<file path="src/rtl/uart_tx_pkg.sv">
// Shared types and line levels for the UART byte transmitter.
package uart_tx_pkg;

    typedef enum logic [2:0] {
        IDLE,
        START,
        DATA,
        PARITY,
        STOP
    } tx_state_e;

    localparam int   DATA_BITS   = 8;

    localparam logic IDLE_LEVEL  = 1'b1;
    localparam logic START_LEVEL = 1'b0;
    localparam logic STOP_LEVEL  = 1'b1;

endpackage

</file>
<file path="src/rtl/uart_byte_tx_if.sv">
// Byte handshake between the upstream producer and the UART transmitter.
interface uart_byte_tx_if;

    logic [7:0] in_data;
    logic       in_valid;
    logic       in_ready;

    modport master (
        output in_data,
        output in_valid,
        input  in_ready
    );

    modport slave (
        input  in_data,
        input  in_valid,
        output in_ready
    );

endinterface

</file>
<file path="src/rtl/baud_tick_gen.sv">
// Baud divider: counts 0..CLKS_PER_BIT-1 and pulses tick on the terminal count.
// clear holds the count at zero so every frame starts on a fresh bit period.
module baud_tick_gen #(
    parameter int CLKS_PER_BIT = 87,
    parameter int CNT_W        = 16
) (
    input  logic clk,
    input  logic rst,
    input  logic clear,
    output logic tick
);

    localparam logic [CNT_W-1:0] LAST_COUNT = CNT_W'(CLKS_PER_BIT - 1);

    logic [CNT_W-1:0] count_q;
    logic [CNT_W-1:0] count_d;

    assign tick = !clear && (count_q == LAST_COUNT);

    // Next count: restart on clear or after the terminal count, otherwise advance.
    always_comb begin
        count_d = count_q + CNT_W'(1);
        if (clear || tick) begin
            count_d = '0;
        end
    end

    // Divider register with synchronous reset.
    always_ff @(posedge clk) begin
        if (rst) begin
            count_q <= '0;
        end else begin
            count_q <= count_d;
        end
    end

endmodule

</file>
<file path="src/rtl/uart_byte_tx.sv">
// UART byte transmitter: accepts a byte on a valid/ready handshake and sends it
// as an 8N1 frame, LSB first, on tx. Defining UART_TX_PARITY_EN inserts an
// even-parity bit between the data bits and the stop bit.
module uart_byte_tx
    import uart_tx_pkg::*;
#(
    parameter int CLKS_PER_BIT = 87,
    parameter int CNT_W        = 16
) (
    input  logic           clk,
    input  logic           rst,
    uart_byte_tx_if.slave  up,
    output logic           tx,
    output logic           busy
);

    tx_state_e              state_q, state_d;
    logic [DATA_BITS-1:0]   shreg_q, shreg_d;
    logic [2:0]             bit_idx_q, bit_idx_d;
    logic                   tx_q, tx_d;
    logic                   busy_q, busy_d;
`ifdef UART_TX_PARITY_EN
    logic                   parity_q, parity_d;
`endif

    logic tick;
    logic accept;

    assign up.in_ready = (state_q == IDLE) && !rst;
    assign accept      = up.in_valid && up.in_ready;
    assign tx          = tx_q;
    assign busy        = busy_q;

    baud_tick_gen #(
        .CLKS_PER_BIT (CLKS_PER_BIT),
        .CNT_W        (CNT_W)
    ) u_baud (
        .clk   (clk),
        .rst   (rst),
        .clear (state_q == IDLE),
        .tick  (tick)
    );

    // Frame sequencing: pick the next state and the next line level at each bit boundary.
    always_comb begin
        state_d   = state_q;
        shreg_d   = shreg_q;
        bit_idx_d = bit_idx_q;
        tx_d      = tx_q;
`ifdef UART_TX_PARITY_EN
        parity_d  = parity_q;
`endif
        case (state_q)
            IDLE: begin
                tx_d = IDLE_LEVEL;
                if (accept) begin
                    state_d   = START;
                    shreg_d   = up.in_data;
                    bit_idx_d = '0;
                    tx_d      = START_LEVEL;
`ifdef UART_TX_PARITY_EN
                    parity_d  = ^up.in_data;
`endif
                end
            end
            START: begin
                if (tick) begin
                    state_d   = DATA;
                    bit_idx_d = '0;
                    tx_d      = shreg_q[0];
                    shreg_d   = {1'b0, shreg_q[DATA_BITS-1:1]};
                end
            end
            DATA: begin
                if (tick) begin
                    if (bit_idx_q == 3'(DATA_BITS - 1)) begin
`ifdef UART_TX_PARITY_EN
                        state_d = PARITY;
                        tx_d    = parity_q;
`else
                        state_d = STOP;
                        tx_d    = STOP_LEVEL;
`endif
                    end else begin
                        bit_idx_d = bit_idx_q + 3'd1;
                        tx_d      = shreg_q[0];
                        shreg_d   = {1'b0, shreg_q[DATA_BITS-1:1]};
                    end
                end
            end
`ifdef UART_TX_PARITY_EN
            PARITY: begin
                if (tick) begin
                    state_d = STOP;
                    tx_d    = STOP_LEVEL;
                end
            end
`endif
            STOP: begin
                if (tick) begin
                    state_d = IDLE;
                    tx_d    = IDLE_LEVEL;
                end
            end
            default: begin
                state_d = IDLE;
                tx_d    = IDLE_LEVEL;
            end
        endcase
        busy_d = (state_d != IDLE);
    end

    // State, shift register and registered outputs; reset abandons any frame in flight.
    always_ff @(posedge clk) begin
        if (rst) begin
            state_q   <= IDLE;
            shreg_q   <= '0;
            bit_idx_q <= '0;
            tx_q      <= IDLE_LEVEL;
            busy_q    <= 1'b0;
`ifdef UART_TX_PARITY_EN
            parity_q  <= 1'b0;
`endif
        end else begin
            state_q   <= state_d;
            shreg_q   <= shreg_d;
            bit_idx_q <= bit_idx_d;
            tx_q      <= tx_d;
            busy_q    <= busy_d;
`ifdef UART_TX_PARITY_EN
            parity_q  <= parity_d;
`endif
        end
    end

endmodule

</file>
<file path="src/flat_wrapper.sv">
// flat-port wrapper written by rule: the top's interface ports become plain ports
module uart_byte_tx_flat import uart_tx_pkg::*;
#(
    parameter int CLKS_PER_BIT = 87,
    parameter int CNT_W        = 16
)
  (clk, rst, tx, busy, up_in_data, up_in_valid, up_in_ready);
  uart_byte_tx_if up_i ();
  input  logic clk;
  input  logic rst;
  output logic tx;
  output logic busy;
  input wire logic [$bits(up_i.in_data)-1:0] up_in_data;
  input wire logic [$bits(up_i.in_valid)-1:0] up_in_valid;
  output wire logic [$bits(up_i.in_ready)-1:0] up_in_ready;
  assign up_i.in_data = up_in_data;
  assign up_i.in_valid = up_in_valid;
  assign up_in_ready = up_i.in_ready;
  uart_byte_tx #(.CLKS_PER_BIT(CLKS_PER_BIT), .CNT_W(CNT_W)) u_core (.clk(clk), .rst(rst), .up(up_i), .tx(tx), .busy(busy));
endmodule
</file>
<file path="config.mk">
export PLATFORM = sky130hd
export DESIGN_NAME = uart_byte_tx_flat
export DESIGN_NICKNAME = d
export VERILOG_FILES = /design/src/rtl/uart_tx_pkg.sv /design/src/rtl/uart_byte_tx_if.sv /design/src/rtl/baud_tick_gen.sv /design/src/rtl/uart_byte_tx.sv /design/src/flat_wrapper.sv
export SDC_FILE = /design/constraint.sdc
export NUM_CORES = 1
export LEC_CHECK = 0
export BUFFER_PORTS_ARGS = -buffer_cell sky130_fd_sc_hd__buf_4
export CELL_PAD_IN_SITES_DETAIL_PLACEMENT = 0
export CELL_PAD_IN_SITES_GLOBAL_PLACEMENT = 1
export CORE_UTILIZATION = 35
export DETAILED_ROUTE_END_ITERATION = 10
export HOLD_SLACK_MARGIN = 0.12
export PLACE_DENSITY = 0.63
export SLEW_MARGIN = 15
export SYNTH_ARGS = -nofsm -noshare
export SYNTH_HDL_FRONTEND = slang
export SYNTH_SLANG_ARGS = --single-unit
</file>
<file path="constraint.sdc">
create_clock -name clk -period 2.47 [get_ports clk]
set_input_delay 0.247 -clock clk [delete_from_list [all_inputs] [get_ports clk]]
set_output_delay 0.247 -clock clk [all_outputs]
set_load 0.005 [all_outputs]
</file>
== Yosys cells after proc, flatten, opt, wreduce, memory -nomap -nowiden ==
Index checks and enable logic that the tools add are counted.
Word-level totals
  register bits after elaboration: 32
  output and inout port bits: 3
  word-level logic and storage cells: 52
Cells by class
  add/subtract/negate cells: 2
  eq/ne operators: 10
  mux-type cells: 22
  reduce and logical (&&, ||, !) cells: 12
Operators by type and width (count)
  $mux 8: 4
  $mux 3: 9
  $pmux 8 s3: 1
  $add 16x1->16 const B: 1
  $eq 16x7->1 const B: 1
  $pmux 3 s4: 1
  $pmux 3 s3: 1
  $ne 2x2->1 const B: 4
  $eq 3x3->1 const B: 2
  $reduce_bool 3->1: 2
  $mux 1: 5
  $reduce_and 5->1: 1
  $pmux 1 s4: 1
  $add 3x1->3 const B: 1
  $eq 3x1->1 const B: 1
  $eq 3x2->1 const B: 1
  $logic_and 1x1->1: 3
  $logic_not 3->1: 1
  $reduce_and 3->1: 1
  $logic_not 1->1: 2
  $ne 2x1->1 const B: 1
  $reduce_or 2->1: 1
  $logic_or 1x1->1: 1

== Logic depth before layout (Yosys ltp) ==
  depth in word-level cells: 6
  mapped depth: 7
  depth with buffers taken out: 6

== By module ==
From an unflattened synthesis, not the netlist that was laid out.
Unflattened totals
  cell total of the unflattened synthesis: 181
  area total of the unflattened synthesis: 1744.2 um^2
Modules (own cells, without submodules)
  uart_byte_tx: times used 1, cells an instance 95, area an instance 962.2 um^2, sequential area each 320.3 um^2
  baud_tick_gen: times used 1, cells an instance 86, area an instance 782.0 um^2, sequential area each 320.3 um^2

== Worst setup path after synthesis ==
Ideal clock, no wire load.
  path kind: flip-flop to flip-flop
  start point: reg u_core.u_baud.count_q[0]
  end point: reg u_core.shreg_q[0]
  library setup time: 121 ps
  arrival time: 1612 ps
  data required time: 2349 ps
  slack: 737 ps
  stages on the path, launching flop included: 8
  period minus slack after synthesis: 1733 ps
  cell sequence: dfxtp_1 > inv_1 > ha_1 > and4b_2 > nand4_1 > a211o_1 > buf_6 > mux2_4
On the way
  longest elaborated chain between the ends: 4
  elaborated cells between the ends (all ways): 5
RTL lines
  start, declared: line baud_tick_gen.sv:15  | logic [CNT_W-1:0] count_q;
  start signal, assigned: line baud_tick_gen.sv:33  | count_q <= count_d;
  $eq 16x7->1 *: line baud_tick_gen.sv:18  | assign tick = !clear && (count_q == LAST_COUNT);
  $logic_and 1x1->1 *: line baud_tick_gen.sv:18
  $ne 2x2->1 (no line)
  $reduce_and 5->1 (no line) *
  end signal, assigned: line uart_byte_tx.sv:126  | shreg_q <= shreg_d;
  end, declared: line uart_byte_tx.sv:18  | logic [DATA_BITS-1:0] shreg_q, shreg_d;
Every way passes the cells marked *; elsewhere a longest branch is shown, timed or not.
A chain may end at the register's enable or synchronous reset.

== Final worst setup path ==
  start point: reg u_core.state_q[1]
  end point: reg u_core.shreg_q[5]
On the way
  longest elaborated chain between the ends: 5
  elaborated cells between the ends (all ways): 14
RTL lines
  start, declared: line uart_byte_tx.sv:17  | tx_state_e state_q, state_d;
  start signal, assigned: line uart_byte_tx.sv:125  | state_q <= state_d;
  $logic_not 3->1: line uart_byte_tx.sv:29, uart_byte_tx.sv:40, uart_byte_tx.sv:53
  $logic_and 1x1->1 / $logic_not 1->1 (equally long branches): line uart_byte_tx.sv:29, baud_tick_gen.sv:18
  $logic_and 1x1->1 (on tied branches): line uart_byte_tx.sv:30, baud_tick_gen.sv:18
  $ne 2x1->1 (no line) / $ne 2x2->1 (equally long branches)
  $reduce_and 5->1 (no line)
Several ways; a longest one is shown, not always the timed one.

==> impl_results.md <==
- Hold/Removal Path Class: input pin to flip-flop
- Rel. slew slack: 54.7%
- EDFF count, synth: 0
- Top Family by Delay on Critical Path: XOR/XNOR gates
- Initial antenna violation count: 0
- Run status: finished, final reports clean
- Syn avg cell area: 8.84 sq um
- Vias per cell: 5.35
- Ant diodes: 0
- Yosys top cell by area: dfxtp_1
- Commonest cells post-synth: dfxtp_1, nor2_1, nand2_1, nand3_1
- Antenna Nets Post-Route: 0
- Cell Pwr Density: 560 mW/mm^2
- Hpwl dp: 2.49 mm
- Psw: 245 uW
- Slowest stage delay, CP: 0.63 ns
- Lkg Pwr: 0.000735 uW
- Final setup violation count: 0
- Die area: 0.00510 sq mm
- VDD IR-drop max: 0.279 mV
- Cell Chain, Critical Path: xnor2_1 > nor2_1 > a211o_1 > mux2_4
- Vias in the first global route: 1,278
- Max cap viols: 0
- Share of the synthesized area in the top cell type: 38.0%
- Multi-input logic area: 971 sq um
- Fill count: 446
- Syn. warnings: 0
- DR iter-0 viols: 113
- Gpl congestion: 0.768
- Dominant synthesized flop cell: dfxtp_1
- Worst-path clk slew: 0.07 ns
- TritonCTS clock tree: built
- FF/Latch Area: 641 sq um
- Global route total overflow: 0
- Count leader, synth: dfxtp_1
- GRT Total Usage: 15.5%
- Unrepaired setup endpoints after global routing: false
- Combinational Power Share: 8.7%
- Yosys reg bits: 32
- # DRC: 0
- Via Count: 1,374
- Worst-Margin Slew: 0.675 ns
- Clk root buf: clkbuf_8
- Worst Skew: 0.00232 ns
- Synth async-reset ratio: 0%
- Inserted Clock Buffers: 5
- I/O Pins: 14
- Die height: 71.4 um
- H-tree depth: 2
- Starting Density: 37.5%
- Inst Count DP: 250
- Drt pass-1 iters: 4
- # resized after CTS: 0
- Share of the yosys chip area belonging to registers: 38.0%
- Largest net degree at the start of global routing: 22
- Clock Path Buffers: 2
- WS Path Type: flip-flop to flip-flop
- Count of input and output buffers: 13
- Syn Nets: 206
- Routing usage on met1: 21.6%
- Period utilisation layout: 88.8%
- CP startpoint kind: flip-flop
- Sequential power share: 50.5%
- Crit path buffers/inverters: 0
- Wirelength per Cell: 13.8 um
- Final wirelength: 3.54 mm
- Clock share of power: 40.8%
- Crit Path Max Fanout: 14
- Non-Filler Instances: 257
- First-pass GRT wire length: 6.13 mm
- Netlist cell types: 40
- R2r setup slk: 0.28 ns
- Tmin final: 2.19 ns
- Max Slew Vio Count: 0
- Critical Path End Type: flip-flop
- Std-Cell Rows: 24
- Critical path required time: 2.64 ns
- Core ar.: 0.00450 sq mm
- Fraction of layout cells with a size suffix above 1: 18.0%
- CP max stage cell: xnor2_1
- Hold Violations, Final: 0
- Setup TNS: 0 ns
- Final #Nets: 220
- Hold_buf cts: 0
- Area contributors post-synth: dfxtp_1, xnor2_1, mux2_4
- GR Util met3: 4.50%
- Switching Fraction: 22.8%
- Die Width: 71.4 um
- Int Pwr: 828 uW
- Mapped Cells: 191
- Cell Area, Synth: 0.00169 sq mm
- Data arrival, critical path: 2.36 ns
- Post-CTS Setup Bufs: 0
- Max Fclk: 0.456 GHz
- Met2 usage: 22.2%
- Layer with the highest usage: met2
- Area growth, synth to finish: 13.5%
- Worst skew pair latency: 0.28 ns
- Clk sinks: 32
## power by group through the flow
stage	Sequential (uW)	Clock [uW]	Combinational (uW)
2_1_floorplan	549	0	68.9
3_3_place_gp	552	0	92.1
3_5_place_dp	553	0	94.3
4_1_cts	542	451	94.6
5_1_grt	543	474	103
6_report	542	438	93.8
## area by class of cell
type,instances,area share (%)
tap,52,3.40
timing repair buffer,16,6.27
sequential,32,33.4
clock buffer,7,5.03
inverter,6,1.18
multi-input combinational,144,50.7
## layer usage
metal  up-vias  part of all wire [%]  wire, um
met5         -                     0         0
met4         0                   1.7        59
met3         6                   4.4       157
met2        21                    43      1510
met1       654                    51      1810
li1        693                     -         -
## worst reg2reg max path, cell delays in order, from the launching register on
cell and delay [ns]:
dfxtp_1 0.46, xnor2_1 0.63, nor2_1 0.09, a211o_1 0.52, mux2_4 0.39
## flip-flops by register name, summed over array words and instances (netlist names)
| signal | cells |
|---|---|
| u_core.u_baud.count_q | 16 |
| u_core.shreg_q | 8 |
| u_core.bit_idx_q | 3 |
| u_core.state_q | 3 |
| u_core.busy | 1 |
| u_core.tx | 1 |
## stage by stage
| stage | cell area (sq um) | total power (uW) | setup WS (ns) | hold slack [ns] | util, % |
|---|---|---|---|---|---|
| 6_report | 1920 | 1070 | 0.277 | 0.254 | 42.5 |
| 5_1_grt | 1920 | 1120 | 0.0718 | 0.266 | 42.5 |
| 4_1_cts | 1920 | 1090 | 0.311 | 0.246 | 42.5 |
| 3_5_place_dp | 1820 | 648 | 0.322 | 0.457 | 40.4 |
| 3_3_place_gp | 1820 | 644 | 0.428 | 0.445 | 40.4 |
| 2_1_floorplan | 1690 | 618 | 0.737 | 0.407 | - |
## cells by family (layout without fill, tap and decap cells)
kind of cell               after synthesis  in the layout  synth area share [%]
muxes                                   12             12                  8.97
adders and majority gates                4              4                  2.97
and+or+nand+nor                         80             80                  26.1
DFF                                     32             32                  38.0
AOI/OAI and AO/OA                       32             32                  11.2
xor gates and xnor gates                16             16                  8.30
buffers and inverters                   15             29                  4.52
## worst paths after layout
| kind | startpoint | endpoint | cells past startpoint |
|---|---|---|---|
| min | up_in_data[7] | u_core.shreg_q[7]$_SDFFE_PP0P_ | 3 |
| max | u_core.state_q[1]$_SDFF_PP0_ | u_core.shreg_q[5]$_SDFFE_PP0P_ | 4 |
| max reg2reg | u_core.state_q[1]$_SDFF_PP0_ | u_core.shreg_q[5]$_SDFFE_PP0P_ | 4 |
| min reg2reg | u_core.shreg_q[7]$_SDFFE_PP0P_ | u_core.shreg_q[7]$_SDFFE_PP0P_ | 2 |
## layout by cell type, fill, tap and decap left out, types with 4 or more instances in the layout
cell,netlist,final
inv_1,5,5
mux2_4,6,6
mux2i_1,5,5
dfxtp_1,32,32
nor4_1,4,4
clkbuf_8,0,7
nand2_1,13,13
buf_4,0,16
nand3_1,13,13
nor2_1,21,21
xor2_1,4,4
and2b_1,6,6
nor3_1,6,6
xnor2_1,12,12
a21oi_1,10,10
o21ai_0,12,12
ha_1,4,4
Power figures use the tool's default switching activity.
